[src/rtl/cipher_out_framer.sv]
// Frames the cipher byte stream, appends an XOR-checksum trailer and buffers it in a FWFT FIFO.
// Define CIPHER_FRAMER_LEN_EN to insert a saturating length byte ahead of the checksum trailer.
module cipher_out_framer #(
  parameter int         DEPTH     = 16,
  parameter logic [7:0] CSUM_INIT = 8'h00
) (
  input  logic                       clk,
  input  logic                       rst_n,
  input  logic                       in_valid,
  input  logic [7:0]                 in_char,
  output logic                       m_valid,
  output logic [7:0]                 m_data,
  output logic                       m_last,
  input  logic                       m_ready,
  input  logic                       clear_err,
  output logic                       overflow_err,
  output logic                       proto_err,
  output logic [15:0]                frames_done,
  output logic [$clog2(DEPTH):0]     fifo_level
);

  localparam int AW = $clog2(DEPTH);
  localparam int LW = AW + 1;

  typedef enum logic [1:0] {IDLE, DATA, TRL} state_t;

  state_t          state;
  logic [8:0]      mem [DEPTH];
  logic [AW-1:0]   wr_ptr;
  logic [AW-1:0]   rd_ptr;
  logic [7:0]      csum;
`ifdef CIPHER_FRAMER_LEN_EN
  logic [7:0]      len;
`endif

  logic            wr_req;
  logic            wr_trl;
  logic            proto_hit;
  logic [8:0]      wr_data;
  logic            pop;
  logic            accept;

  // NOTE: every signal gets a default before the case so no path leaves it unassigned (no latches).
  always_comb begin
    wr_req    = 1'b0;
    wr_trl    = 1'b0;
    proto_hit = 1'b0;
    wr_data   = 9'd0;
    case (state)
      IDLE: begin
        if (in_valid) begin
          wr_req  = 1'b1;
          wr_data = {1'b0, in_char};
        end
      end
      DATA: begin
        wr_req = 1'b1;
        if (in_valid) begin
          wr_data = {1'b0, in_char};
        end else begin
`ifdef CIPHER_FRAMER_LEN_EN
          wr_data = {1'b0, len};
`else
          wr_data = {1'b1, csum};
          wr_trl  = 1'b1;
`endif
        end
      end
      TRL: begin
        // Trailer-only cycle: any byte arriving now is a contract violation and is discarded.
        wr_req    = 1'b1;
        wr_data   = {1'b1, csum};
        wr_trl    = 1'b1;
        proto_hit = in_valid;
      end
      default: ;
    endcase
  end

  assign m_valid = (fifo_level != '0);
  assign pop     = m_valid && m_ready;
  assign accept  = wr_req && ((fifo_level < LW'(DEPTH)) || pop);
  assign m_data  = m_valid ? mem[rd_ptr][7:0] : 8'h00;
  assign m_last  = m_valid ? mem[rd_ptr][8]   : 1'b0;

  // NOTE: storage is not reset; m_valid gates the head so stale contents never reach the outputs.
  always_ff @(posedge clk) begin
    if (accept) mem[wr_ptr] <= wr_data;
  end

  // NOTE: all state registers use non-blocking assignments so every update sees pre-edge values.
  always_ff @(posedge clk or negedge rst_n) begin
    if (!rst_n) begin
      state        <= IDLE;
      csum         <= CSUM_INIT;
`ifdef CIPHER_FRAMER_LEN_EN
      len          <= 8'd0;
`endif
      wr_ptr       <= '0;
      rd_ptr       <= '0;
      fifo_level   <= '0;
      overflow_err <= 1'b0;
      proto_err    <= 1'b0;
      frames_done  <= 16'd0;
    end else begin
      if (accept) wr_ptr <= wr_ptr + AW'(1);
      if (pop)    rd_ptr <= rd_ptr + AW'(1);
      case ({accept, pop})
        2'b10:   fifo_level <= fifo_level + LW'(1);
        2'b01:   fifo_level <= fifo_level - LW'(1);
        default: ;
      endcase

      // Error set takes priority over a simultaneous clear.
      if (wr_req && !accept) overflow_err <= 1'b1;
      else if (clear_err)    overflow_err <= 1'b0;
      if (proto_hit)         proto_err    <= 1'b1;
      else if (clear_err)    proto_err    <= 1'b0;

      // A trailer counts as a finished frame even when the FIFO had to drop it.
      if (wr_trl) frames_done <= frames_done + 16'd1;

      case (state)
        IDLE: begin
          if (in_valid) begin
            csum  <= CSUM_INIT ^ in_char;
`ifdef CIPHER_FRAMER_LEN_EN
            len   <= 8'd1;
`endif
            state <= DATA;
          end
        end
        DATA: begin
          if (in_valid) begin
            csum <= csum ^ in_char;
`ifdef CIPHER_FRAMER_LEN_EN
            if (len != 8'hFF) len <= len + 8'd1;
`endif
          end else begin
`ifdef CIPHER_FRAMER_LEN_EN
            state <= TRL;
`else
            state <= IDLE;
`endif
          end
        end
        TRL:     state <= IDLE;
        default: state <= IDLE;
      endcase
    end
  end

endmodule

[config.mk]
export PLATFORM = sky130hd
export DESIGN_NAME = cipher_out_framer
export DESIGN_NICKNAME = d
export VERILOG_FILES = /design/src/rtl/cipher_out_framer.sv
export SDC_FILE = /design/constraint.sdc
export NUM_CORES = 1
export LEC_CHECK = 0
export ABC_AREA = 1
export BUFFER_PORTS_ARGS = -buffer_cell sky130_fd_sc_hd__buf_2
export CAP_MARGIN = 10
export CORE_MARGIN = 5
export CORE_UTILIZATION = 55
export CTS_BUF_LIST = sky130_fd_sc_hd__clkbuf_16
export CTS_CLUSTER_DIAMETER = 30
export DETAILED_ROUTE_END_ITERATION = 8
export PLACE_DENSITY_LB_ADDON = 0.1
export SYNTH_ARGS = -nofsm -noshare
export SYNTH_HDL_FRONTEND = slang
export SYNTH_SLANG_ARGS = --single-unit
[constraint.sdc]
create_clock -name clk -period 2.27 [get_ports clk]
set_input_delay 0 -clock clk [delete_from_list [all_inputs] [get_ports clk]]
set_output_delay 0 -clock clk [all_outputs]
set_load 0.01 [all_outputs]
==> results of run 1 <==
-- worst register-to-register path: stages (launching register included) --
cell and delay (ns):
dfrtp_2 0.46, nor3_4 0.18, nand2_1 0.10, nand2_2 0.09, inv_2 0.08, ha_4 0.21, xor2_2 0.19, ha_1 0.19
a21o_1 0.19, nand3_1 0.11, nand3_1 0.07, nand3_1 0.09, nand2_1 0.05
-- cells in the mapped netlist (2+ instances only) --
cell type  number  share of area
inv_2           3         0.0014
clkinv_1        2        0.00094
buf_4           8         0.0075
inv_1          26          0.012
nand2_1       251           0.12
nand3_1       124          0.078
buf_6           7         0.0099
xnor2_1         5         0.0055
a32o_1          2         0.0025
o211ai_1        6         0.0056
dfrtp_1        39           0.12
edfxtp_1      144           0.54
o21ai_0        14         0.0088
buf_2          16          0.010
a21oi_1        10         0.0063
nor2_2          3         0.0023
clkbuf_1        2        0.00094
ha_1           12          0.019
nor2_1         23          0.011
xor2_1         18          0.020
nand3_2         4         0.0050
nor3_2          2         0.0025
-- cell families after synthesis --
kind of cell	after synthesis	synth area share
AOI/OAI and AO/OA	37	0.0282
DFF	183	0.664
and+or+nand+nor	412	0.221
other	1	0.000469
xor gates and xnor gates	23	0.0252
buffers and inverters	64	0.0429
adders and majority gates	12	0.0188
-- state kept, by name, summed over array words and instances (netlist names) --
name,flops
state,1
csum,8
frames_done,16
rd_ptr,4
overflow_err,1
mem,144
fifo_level,5
wr_ptr,4
-- layout make-up --
cell class                      count  area (um^2)  area share
Multi-Input combinational cell    485         2380       0.256
Tap cell                          184          230      0.0247
Inverter                           31          121      0.0130
Clock buffer                       17          425      0.0456
Sequential cell                   183         5300       0.568
Timing Repair Buffer               98          696      0.0746
Clock inverter                     15          168      0.0180
-- what timing repair did --
item | 4_1_cts | 5_1_grt
gates cloned | 0 | 0
endpoints found under the hold margin | 50 | 0
endpoints found under the setup margin | 1 | 5
resized for setup | 1 | 8
hold buffers | 13 | 0
-- worst max-delay path by stage --
stage                                to  slack (ns)  cells past startpoint
after CTS                 fifo_level[4]        0.05                     13
after detailed placement  fifo_level[4]        0.09                     13
after global placement    fifo_level[4]        0.20                     12
after global routing      fifo_level[4]       0.004                     12
final                     fifo_level[4]        0.16                     12
after floorplan           fifo_level[4]        0.01                     13
-- through the flow --
step	hold WS (ns)	setup slack (ns)	util	area (um^2)	power, uW
global placement	0.165	0.198	0.596	8560	9370
global route	0.330	0.00396	0.649	9330	13400
floorplan	-0.296	0.0147	-	8000	7960
CTS	0.257	0.0479	0.646	9280	12500
detailed placement	0.168	0.0903	0.596	8560	9520
finish	0.234	0.156	0.649	9330	12500
-- power breakdown --
part | total, uW | leakage, uW | switching [uW] | internal, uW
clock | 2980 | 0.000294 | 1170 | 1810
combinational | 4760 | 0.00177 | 3130 | 1620
sequential | 4800 | 0.00180 | 355 | 4450
total | 12500 | 0.00386 | 4660 | 7880
-- routing by layer --
layer / share of wire / global-route usage / wire, um
met2: 0.49 / 0.358 / 8580
met4: 0.015 / 0.0696 / 264
met3: 0.059 / 0.0386 / 1040
met5: 0 / 0 / 0
met1: 0.44 / 0.304 / 7700
==> flow_metrics.py, run 1 <==
metrics = {
    "outcome": {
        "status": "completed",
    },
    "power": {
        "p_leak_uw": 0.00386,
        "p_per_area_nw_per_um2": 1340,
        "max-vdd-ir-drop_v": 0.000713,
    },
    "worst_setup_path": {
        "cp_max_fo": 7,
        "crit_buf_inv": 1,
        "cpMostUsedCell": "nand3_1",
        "cp_data_required_time_ns": 2.58,
        "worstPathCellList": "nor3_4 > nand2_1 > nand2_2 > inv_2 > ha_4 > xor2_2 > ha_1 > a21o_1 > nand3_1 > nand3_1 > nand3_1 > nand2_1",
        "worstRegToRegCells": 12,
        "end_kind": "flip-flop",
        "crit_type": "flip-flop to flip-flop",
        "cp_top_family": "simple AND/OR/NAND/NOR gates",
        "cpPeakStageDelay_ns": 0.46,
        "critPathSlowestCell": "dfrtp_2",
        "rr_startpoint": "fifo_level[2]",
        "r2r-end": "fifo_level[4]",
        "r2r_setup_slack_ns": 0.16,
        "cp-startpoint": "fifo_level[2]",
        "cp.arrival_ns": 2.43,
        "start_kind": "flip-flop",
    },
    "sta": {
        "hold_violations": 0,
        "finalSetupViolCount": 0,
        "timing.final.crit_share": 0.931,
        "worst_pin_slew_ns": 0.873,
        "max_freq_mhz": 473,
        "rsz0062_at_grt": "no",
        "finClkSkew_ns": 0.00623,
        "slew_headroom": 0.418,
        "drv_slew": 0,
        "tns_ns": 0,
        "period_minus_slack_ns": 2.11,
    },
    "synthesis": {
        "avgSynthCellArea_um2": 10.9,
        "synth_cell_types": 33,
        "async_flop_share": 0.213,
        "synth_edf_count": 144,
        "syn-num-nets": 757,
        "ys_ff_latch": 183,
        "yosys_most_used_dff": "edfxtp_1",
        "syn_area_um2": 7990,
        "yosys_warnings": 0,
        "postSynthCellCount": 732,
        "synth_seq_area_share": 0.664,
    },
    "routing": {
        "drtIter0Drc": 444,
        "first_pass_iters": 5,
        "wl_mm": 17.6,
        "wl_per_cell_um": 17.4,
        "drcViolationCount": 0,
        "vias": 5492,
        "antenna_left": 0,
        "via_per_inst": 5.42,
    },
    "floorplan": {
        "fp.dieArea_um2": 17000,
        "design.core.area_um2": 14400,
        "rows": 44,
        "dieHeight_um": 131,
        "num_io_pins": 46,
        "die_width_um": 131,
        "start_util": 0.556,
    },
    "clock_network": {
        "cts_inserted_buffers": 17,
        "clk_transition_reported_paths_ns": 0.06,
        "cts_max_path_buffers": 2,
        "cts_sinks": 183,
        "cts_root_buffer": "clkbuf_16",
        "post_cts_buffers": 0,
        "cts_tree": "done",
        "insertion_delay_ns": 0.42,
        "htreeDepth": 4,
    },
    "layout": {
        "antennaDiodeCount": 0,
        "fin_cells": 1013,
        "final_cell_mix": "nand2_1, edfxtp_1, nand3_1, buf_2, buf_4",
        "final_common_cell": "nand2_1",
        "area_growth_pct": 16.8,
        "nFillCells": 1153,
        "fin_nets": 841,
        "drive_above_1_share": 0.157,
    },
    "global_routing": {
        "grt_first_pass_wirelength_mm": 28.5,
        "grt_max_degree": 75,
        "gr-total-overflow": 0,
        "antenna_found_initial": 0,
        "track_usage": 0.220,
        "grt_pass1_vias": 5457,
    },
    "run": {
        "drv_cap": 0,
    },
    "place": {
        "routabilityCongestion": 0.806,
        "port_buffers": 44,
        "dpl.hpwl_mm": 11.1,
        "dp_cells": 967,
    },
    "worst_hold_path": {
        "hp-class": "input port to async pin",
    },
}
(Power assumes the default switching activity.)
==> inputs of run 2 (changes only) <==
--- a/config.mk
+++ b/config.mk
@@ -5,7 +5,6 @@
 export SDC_FILE = /design/constraint.sdc
 export NUM_CORES = 1
 export LEC_CHECK = 0
-export ABC_AREA = 1
 export BUFFER_PORTS_ARGS = -buffer_cell sky130_fd_sc_hd__buf_2
 export CAP_MARGIN = 10
 export CORE_MARGIN = 5
@@ -13,6 +12,7 @@
 export CTS_BUF_LIST = sky130_fd_sc_hd__clkbuf_16
 export CTS_CLUSTER_DIAMETER = 30
 export DETAILED_ROUTE_END_ITERATION = 8
+export HOLD_SLACK_MARGIN = 0.12
 export PLACE_DENSITY_LB_ADDON = 0.1
 export SYNTH_ARGS = -nofsm -noshare
 export SYNTH_HDL_FRONTEND = slang
==> run 2 against run 1 <==
The run now ends with setup timing left. Sequential cell count unchanged. Clock power decreased by 3%. Sequential share of layout area down 0.14 points. Combinational power fell by 9.5%. Critical path type unchanged.
==> flow_metrics.py, run 2 <==
metrics = {
    "synthesis": {
        "synthAdderAreaFrac": 0.0193,
        "syn-num-nets": 466,
        "postSynthCellCount": 441,
        "yosys_most_used_dff": "edfxtp_1",
        "synth_top_family_by_area": "multiplexers",
        "async_flop_share": 0.213,
        "synth.top_cell.area_share": 0.556,
        "synth_seq_area_share": 0.682,
        "synthTopCellsByArea": "edfxtp_1, dfrtp_1, mux4_1",
        "syn_area_um2": 7770,
        "synth.largest_area_cell": "edfxtp_1",
        "synth_cell_types": 49,
        "yosys_warnings": 0,
        "synth-simple-area-share": 0.0591,
        "synthMuxAreaShare": 0.142,
        "yosysMostFrequentCell": "edfxtp_1",
        "ys_ff_latch": 183,
        "avgSynthCellArea_um2": 17.6,
        "synth-xor-area-share": 0.0293,
        "synth_compound_area_frac": 0.0438,
        "ys_top_cells_by_count": "edfxtp_1, dfrtp_1, a21oi_1, xnor2_1",
        "synth_edf_count": 144,
    },
    "layout": {
        "largest-register": "mem",
        "final_common_cell": "edfxtp_1",
        "multi_input_area_um2": 2350,
        "fin_nets": 578,
        "area_growth_pct": 20.3,
        "largest_register_ffs": 144,
        "top_regs": "mem x144, frames_done x16, csum x8",
        "final_util": 0.674,
        "final_cell_mix": "edfxtp_1, buf_4, buf_2, dfrtp_1",
        "ff_latch_area_um2": 5300,
        "nFillCells": 961,
        "antennaDiodeCount": 0,
        "drive_above_1_share": 0.300,
    },
    "routing": {
        "via_per_inst": 5.69,
        "antenna_left": 0,
        "wl_per_cell_um": 20.0,
        "first_pass_iters": 5,
        "drcViolationCount": 0,
        "wl_mm": 14.9,
        "drtIter0Drc": 236,
        "vias": 4242,
    },
    "clock_network": {
        "insertion_delay_ns": 0.42,
        "htreeDepth": 4,
        "cts_inserted_buffers": 17,
        "cts_root_buffer": "clkbuf_16",
        "clk_transition_reported_paths_ns": 0.06,
        "cts_sinks": 183,
        "cts_max_path_buffers": 2,
        "cts_tree": "done",
    },
    "sta": {
        "timing.final.crit_share": 1.13,
        "finalSetupViolCount": 13,
        "worst_pin_slew_ns": 0.887,
        "hold_violations": 0,
        "rsz0062_at_grt": "yes",
        "drv_slew": 0,
        "period_minus_slack_ns": 2.57,
        "fin_ws_ns": -0.303,
        "finClkSkew_ns": 0.00643,
        "max_freq_mhz": 389,
        "slew_headroom": 0.409,
    },
    "floorplan": {
        "fp.dieArea_um2": 16600,
        "start_util": 0.560,
        "die_width_um": 129,
        "dieHeight_um": 129,
        "rows": 43,
        "design.core.area_um2": 13900,
        "num_io_pins": 46,
    },
    "global_routing": {
        "grt_max_degree": 40,
        "grt_pass1_vias": 4458,
        "gr-total-overflow": 0,
        "grt_first_pass_wirelength_mm": 23.9,
        "track_usage": 0.194,
        "antenna_found_initial": 0,
    },
    "worst_setup_path": {
        "crit_type": "flip-flop to flip-flop",
        "start_kind": "flip-flop",
        "end_kind": "flip-flop",
        "cp.arrival_ns": 2.88,
        "cp_max_fo": 3,
        "cp_data_required_time_ns": 2.57,
    },
    "power": {
        "p_per_area_nw_per_um2": 1280,
        "p_leak_uw": 0.00351,
        "max-vdd-ir-drop_v": 0.000714,
    },
    "outcome": {
        "status": "finished with violations",
        "violations": "setup timing",
    },
    "place": {
        "dp_slack_ns": -0.371,
        "port_buffers": 44,
        "dpl.hpwl_mm": 10.1,
        "routabilityCongestion": 0.907,
    },
    "run": {
        "drv_cap": 0,
    },
    "worst_hold_path": {
        "hp-class": "input port to async pin",
    },
}
-- run 2: cell count changes in the layout (fill, tap and decap cells not counted), moves of 10 or more --
cell	before	now
a21oi_1	9	19
and2_1	0	12
nand2_1	250	12
mux4_1	0	18
nand3_1	124	8
inv_1	28	8
mux4_2	0	18
xnor2_1	5	19
buf_4	38	48
o21ai_0	12	0
xor2_1	17	6
-- run 2: repair_timing --
item                                    4_1_cts  5_1_grt
endpoints found under the hold margin        53        0
pin swaps                                    15        8
resized for setup                             9        2
hold buffers                                 13        0
setup buffers                                 5        5
endpoints found under the setup margin       13       13
-- run 2: cell families (layout without fill, tap and decap cells) --
kind of cell / Yosys count / count (layout)
flops: 183 / 183
fa+ha+maj: 12 / 12
buf+inv: 29 / 154
xor+xnor: 26 / 26
other cells: 1 / 1
simple gates: 80 / 80
compound gates: 53 / 53
mux: 57 / 57
-- run 2: per-stage QoR --
step	TNS, ns	cell area [um^2]	std cells	hold slack, ns	power, uW
after floorplan	-1.01	7810	441	-0.296	7540
after global placement	-0.430	8500	692	0.159	8870
after detailed placement	-0.706	8500	692	0.171	9020
after CTS	-1.71	9310	741	0.290	12100
after global routing	-2.84	9350	746	0.344	12600
final	-1.57	9350	746	0.264	12000
-- run 2: area by class of cell --
type                    instances  share of cell area
clock buffers                  17              0.0455
clock inverters                15              0.0173
inverters                       9             0.00388
multi-input cells             229               0.252
flip-flops and latches        183               0.567
well taps                     180              0.0241
repair buffers                113              0.0903
-- run 2: path summary, 6_finish.rpt --
kind / start / end / slack [ns] / cells after the start
min in group clk: in_char[7] / csum[7] / 0.33 / 3
max reg2reg: fifo_level[1] / fifo_level[4] / -0.30 / 11
max in group asynchronous: rst_n / fifo_level[1] / 1.39 / 2
min reg2reg: rd_ptr[3] / rd_ptr[3] / 0.47 / 1
max: fifo_level[1] / fifo_level[4] / -0.30 / 11
min: rst_n / frames_done[6] / 0.26 / 2
-- run 2: report_power, final --
group	internal, uW	switching, uW
logic	2130	2180
clock network	1710	1170
registers	4410	397
-- run 2: layer usage --
| layer | track usage | part of all wire | up-vias |
|---|---|---|---|
| met3 | 0.0490 | 0.056 | 13 |
| li1 | - | - | 1969 |
| met4 | 0.0525 | 0.0097 | 0 |
| met5 | 0 | 0 | - |
| met2 | 0.327 | 0.52 | 124 |
| met1 | 0.253 | 0.42 | 2136 |
-- run 2: critical path, cell delays in order (launching register included) --
cell and delay (ns):
dfrtp_2 0.40, or2_4 0.25, or4_4 0.44, nand2_4 0.09, inv_4 0.04, ha_4 0.16, xor2_2 0.15, ha_2 0.19
o211ai_1 0.22, nor4_1 0.08, nand4b_1 0.15, or3_1 0.30
==> inputs of run 3 (changes only) <==
--- a/config.mk
+++ b/config.mk
@@ -7,8 +7,10 @@
 export LEC_CHECK = 0
 export BUFFER_PORTS_ARGS = -buffer_cell sky130_fd_sc_hd__buf_2
 export CAP_MARGIN = 10
+export CELL_PAD_IN_SITES_DETAIL_PLACEMENT = 1
+export CELL_PAD_IN_SITES_GLOBAL_PLACEMENT = 2
 export CORE_MARGIN = 5
-export CORE_UTILIZATION = 55
+export CORE_UTILIZATION = 41
 export CTS_BUF_LIST = sky130_fd_sc_hd__clkbuf_16
 export CTS_CLUSTER_DIAMETER = 30
 export DETAILED_ROUTE_END_ITERATION = 8
==> run 3 against run 2 <==
Core utilization shrank 15 points. Clock power grew 5%. Largest cell class unchanged. Fmax shrank 2.4%. Total power grew 8.5%. Clock skew grew 0.0079 ns. The flow still finishes with violations (setup timing). Critical path depth is the same. First-iteration DRC count grew 24%. Global-route usage shrank 2.1 points. Register-to-register slack lost 0.06 ns. Sequential cell count is the same.
==> flow_metrics.py, run 3 (synthesized netlist as in run 2, its figures left out) <==
metrics = {
    "clock_network": {
        "clk_transition_reported_paths_ns": 0.07,
        "cts_inserted_buffers": 17,
        "htreeDepth": 4,
        "insertion_delay_ns": 0.43,
        "cts_sinks": 183,
        "cts_tree": "done",
        "cts_root_buffer": "clkbuf_16",
        "cts_max_path_buffers": 2,
    },
    "outcome": {
        "status": "finished with violations",
        "violations": "setup timing",
    },
    "worst_setup_path": {
        "worstPathCellList": "or2_1 > or4_4 > nand2_4 > inv_4 > ha_4 > xor2_2 > ha_2 > o211ai_1 > nor4_1 > nand4b_1 > or3_1",
        "cp.arrival_ns": 2.94,
        "rr_startpoint": "fifo_level[1]",
        "cp_max_fo": 3,
        "r2r-end": "fifo_level[4]",
        "start_kind": "flip-flop",
        "cp-startpoint": "fifo_level[1]",
        "r2r_setup_slack_ns": -0.37,
        "critPathSlowestCell": "or4_4",
        "end_kind": "flip-flop",
        "cpPeakStageDelay_ns": 0.44,
        "cp_data_required_time_ns": 2.58,
        "worstRegToRegCells": 11,
        "crit_type": "flip-flop to flip-flop",
        "cp-endpoint": "fifo_level[4]",
    },
    "routing": {
        "drtIter0Drc": 293,
        "wl_per_cell_um": 21.9,
        "drcViolationCount": 0,
        "via_per_inst": 5.33,
        "first_pass_iters": 4,
        "antenna_left": 0,
        "vias": 4315,
        "wl_mm": 17.7,
    },
    "layout": {
        "area_growth_pct": 25.1,
        "final_util": 0.520,
        "final_common_cell": "edfxtp_1",
        "largest-register": "mem",
        "drive_above_1_share": 0.380,
        "top_regs": "mem x144, frames_done x16, csum x8",
        "fin_nets": 588,
        "largest_register_ffs": 144,
        "antennaDiodeCount": 0,
        "final_cell_mix": "edfxtp_1, buf_4, buf_2, dfrtp_1, mux4_2",
    },
    "sta": {
        "rsz0062_at_grt": "yes",
        "finClkSkew_ns": 0.0143,
        "worst_pin_slew_ns": 1.16,
        "timing.final.crit_share": 1.16,
        "finalSetupViolCount": 7,
        "period_minus_slack_ns": 2.64,
        "hold_violations": 0,
        "fin_ws_ns": -0.366,
        "slew_headroom": 0.226,
        "max_freq_mhz": 379,
        "timing.hold.ws_ns": 0.238,
        "drv_slew": 0,
    },
    "global_routing": {
        "gr-total-overflow": 0,
        "grt_pass1_vias": 4805,
        "grt_max_degree": 40,
        "grt_first_pass_wirelength_mm": 28.3,
        "track_usage": 0.173,
        "antenna_found_initial": 0,
    },
    "floorplan": {
        "die_width_um": 148,
        "num_io_pins": 46,
        "start_util": 0.416,
        "fp.dieArea_um2": 21800,
        "design.core.area_um2": 18700,
        "rows": 50,
        "dieHeight_um": 148,
    },
    "power": {
        "power_uw": 13000,
        "max-vdd-ir-drop_v": 0.000599,
        "p_leak_uw": 0.00362,
        "p_per_area_nw_per_um2": 1340,
    },
    "worst_hold_path": {
        "hp-class": "input port to async pin",
    },
    "run": {
        "drv_cap": 0,
    },
    "place": {
        "dpl.hpwl_mm": 11.3,
        "port_buffers": 44,
        "routabilityCongestion": 0.796,
    },
}
## run 3: per-layer routing
layer,wire length [um],GRT usage,share of wire,vias to the layer above
li1,-,-,-,1984
met1,8060,0.232,0.45,2250
met2,8980,0.288,0.51,73
met3,590,0.0408,0.033,8
met4,119,0.0401,0.0067,0
met5,0,0,0,-
## run 3: final cells by class
type / count / area (um^2)
Timing Repair Buffer: 123 / 1060
Tap cell: 234 / 293
Clock inverter: 15 / 185
Multi-Input combinational cell: 229 / 2410
Inverter: 9 / 36.3
Clock buffer: 17 / 425
Fill cell: 1774 / 8980
Sequential cell: 183 / 5300
## run 3: critical path: cells and delay by family (launching register included)
family	cells	cell delay, ns
AND/OR/NAND/NOR	6	1.31
flip-flops	1	0.40
adder cells (fa/ha/maj)	2	0.36
AO/OA/AOI/OAI	1	0.23
XOR/XNOR	1	0.17
buffers and inverters	1	0.04
## run 3: report_power, final
| part | switching (uW) | total [uW] | internal, uW | leakage, uW |
|---|---|---|---|---|
| Clock | 1350 | 3030 | 1680 | 0.000300 |
| Sequential | 445 | 4850 | 4410 | 0.00180 |
| Combinational | 2500 | 5130 | 2630 | 0.00152 |
| Total | 4300 | 13000 | 8710 | 0.00362 |
## run 3: metrics by stage
step	instance area, um^2	setup slack (ns)	cells	TNS [ns]
floorplan	7810	-0.530	441	-1.01
finish	9720	-0.366	810	-0.762
global route	9720	-0.412	810	-1.71
global placement	8680	-0.330	749	-0.656
detailed placement	8680	-0.397	749	-0.976
CTS	9680	-0.321	810	-1.27
## run 3: what timing repair did
action,in CTS,in global routing
pin swaps,7,7
buffers inserted,13,3
endpoints found under the hold margin,52,0
hold buffers,13,0
setup endpoints to repair,14,13
gates cloned,3,0
gates resized for setup,49,17
## run 3: how the worst min path moves through the flow
stage,from,to,slack (ns)
final,rst_n,frames_done[9],0.24
after global routing,in_char[2],csum[2],0.31
after CTS,rst_n,frames_done[7],0.26
after detailed placement,rst_n,frames_done[7],0.20
after global placement,rst_n,frames_done[7],0.19
after floorplan,rst_n,csum[0],-0.30
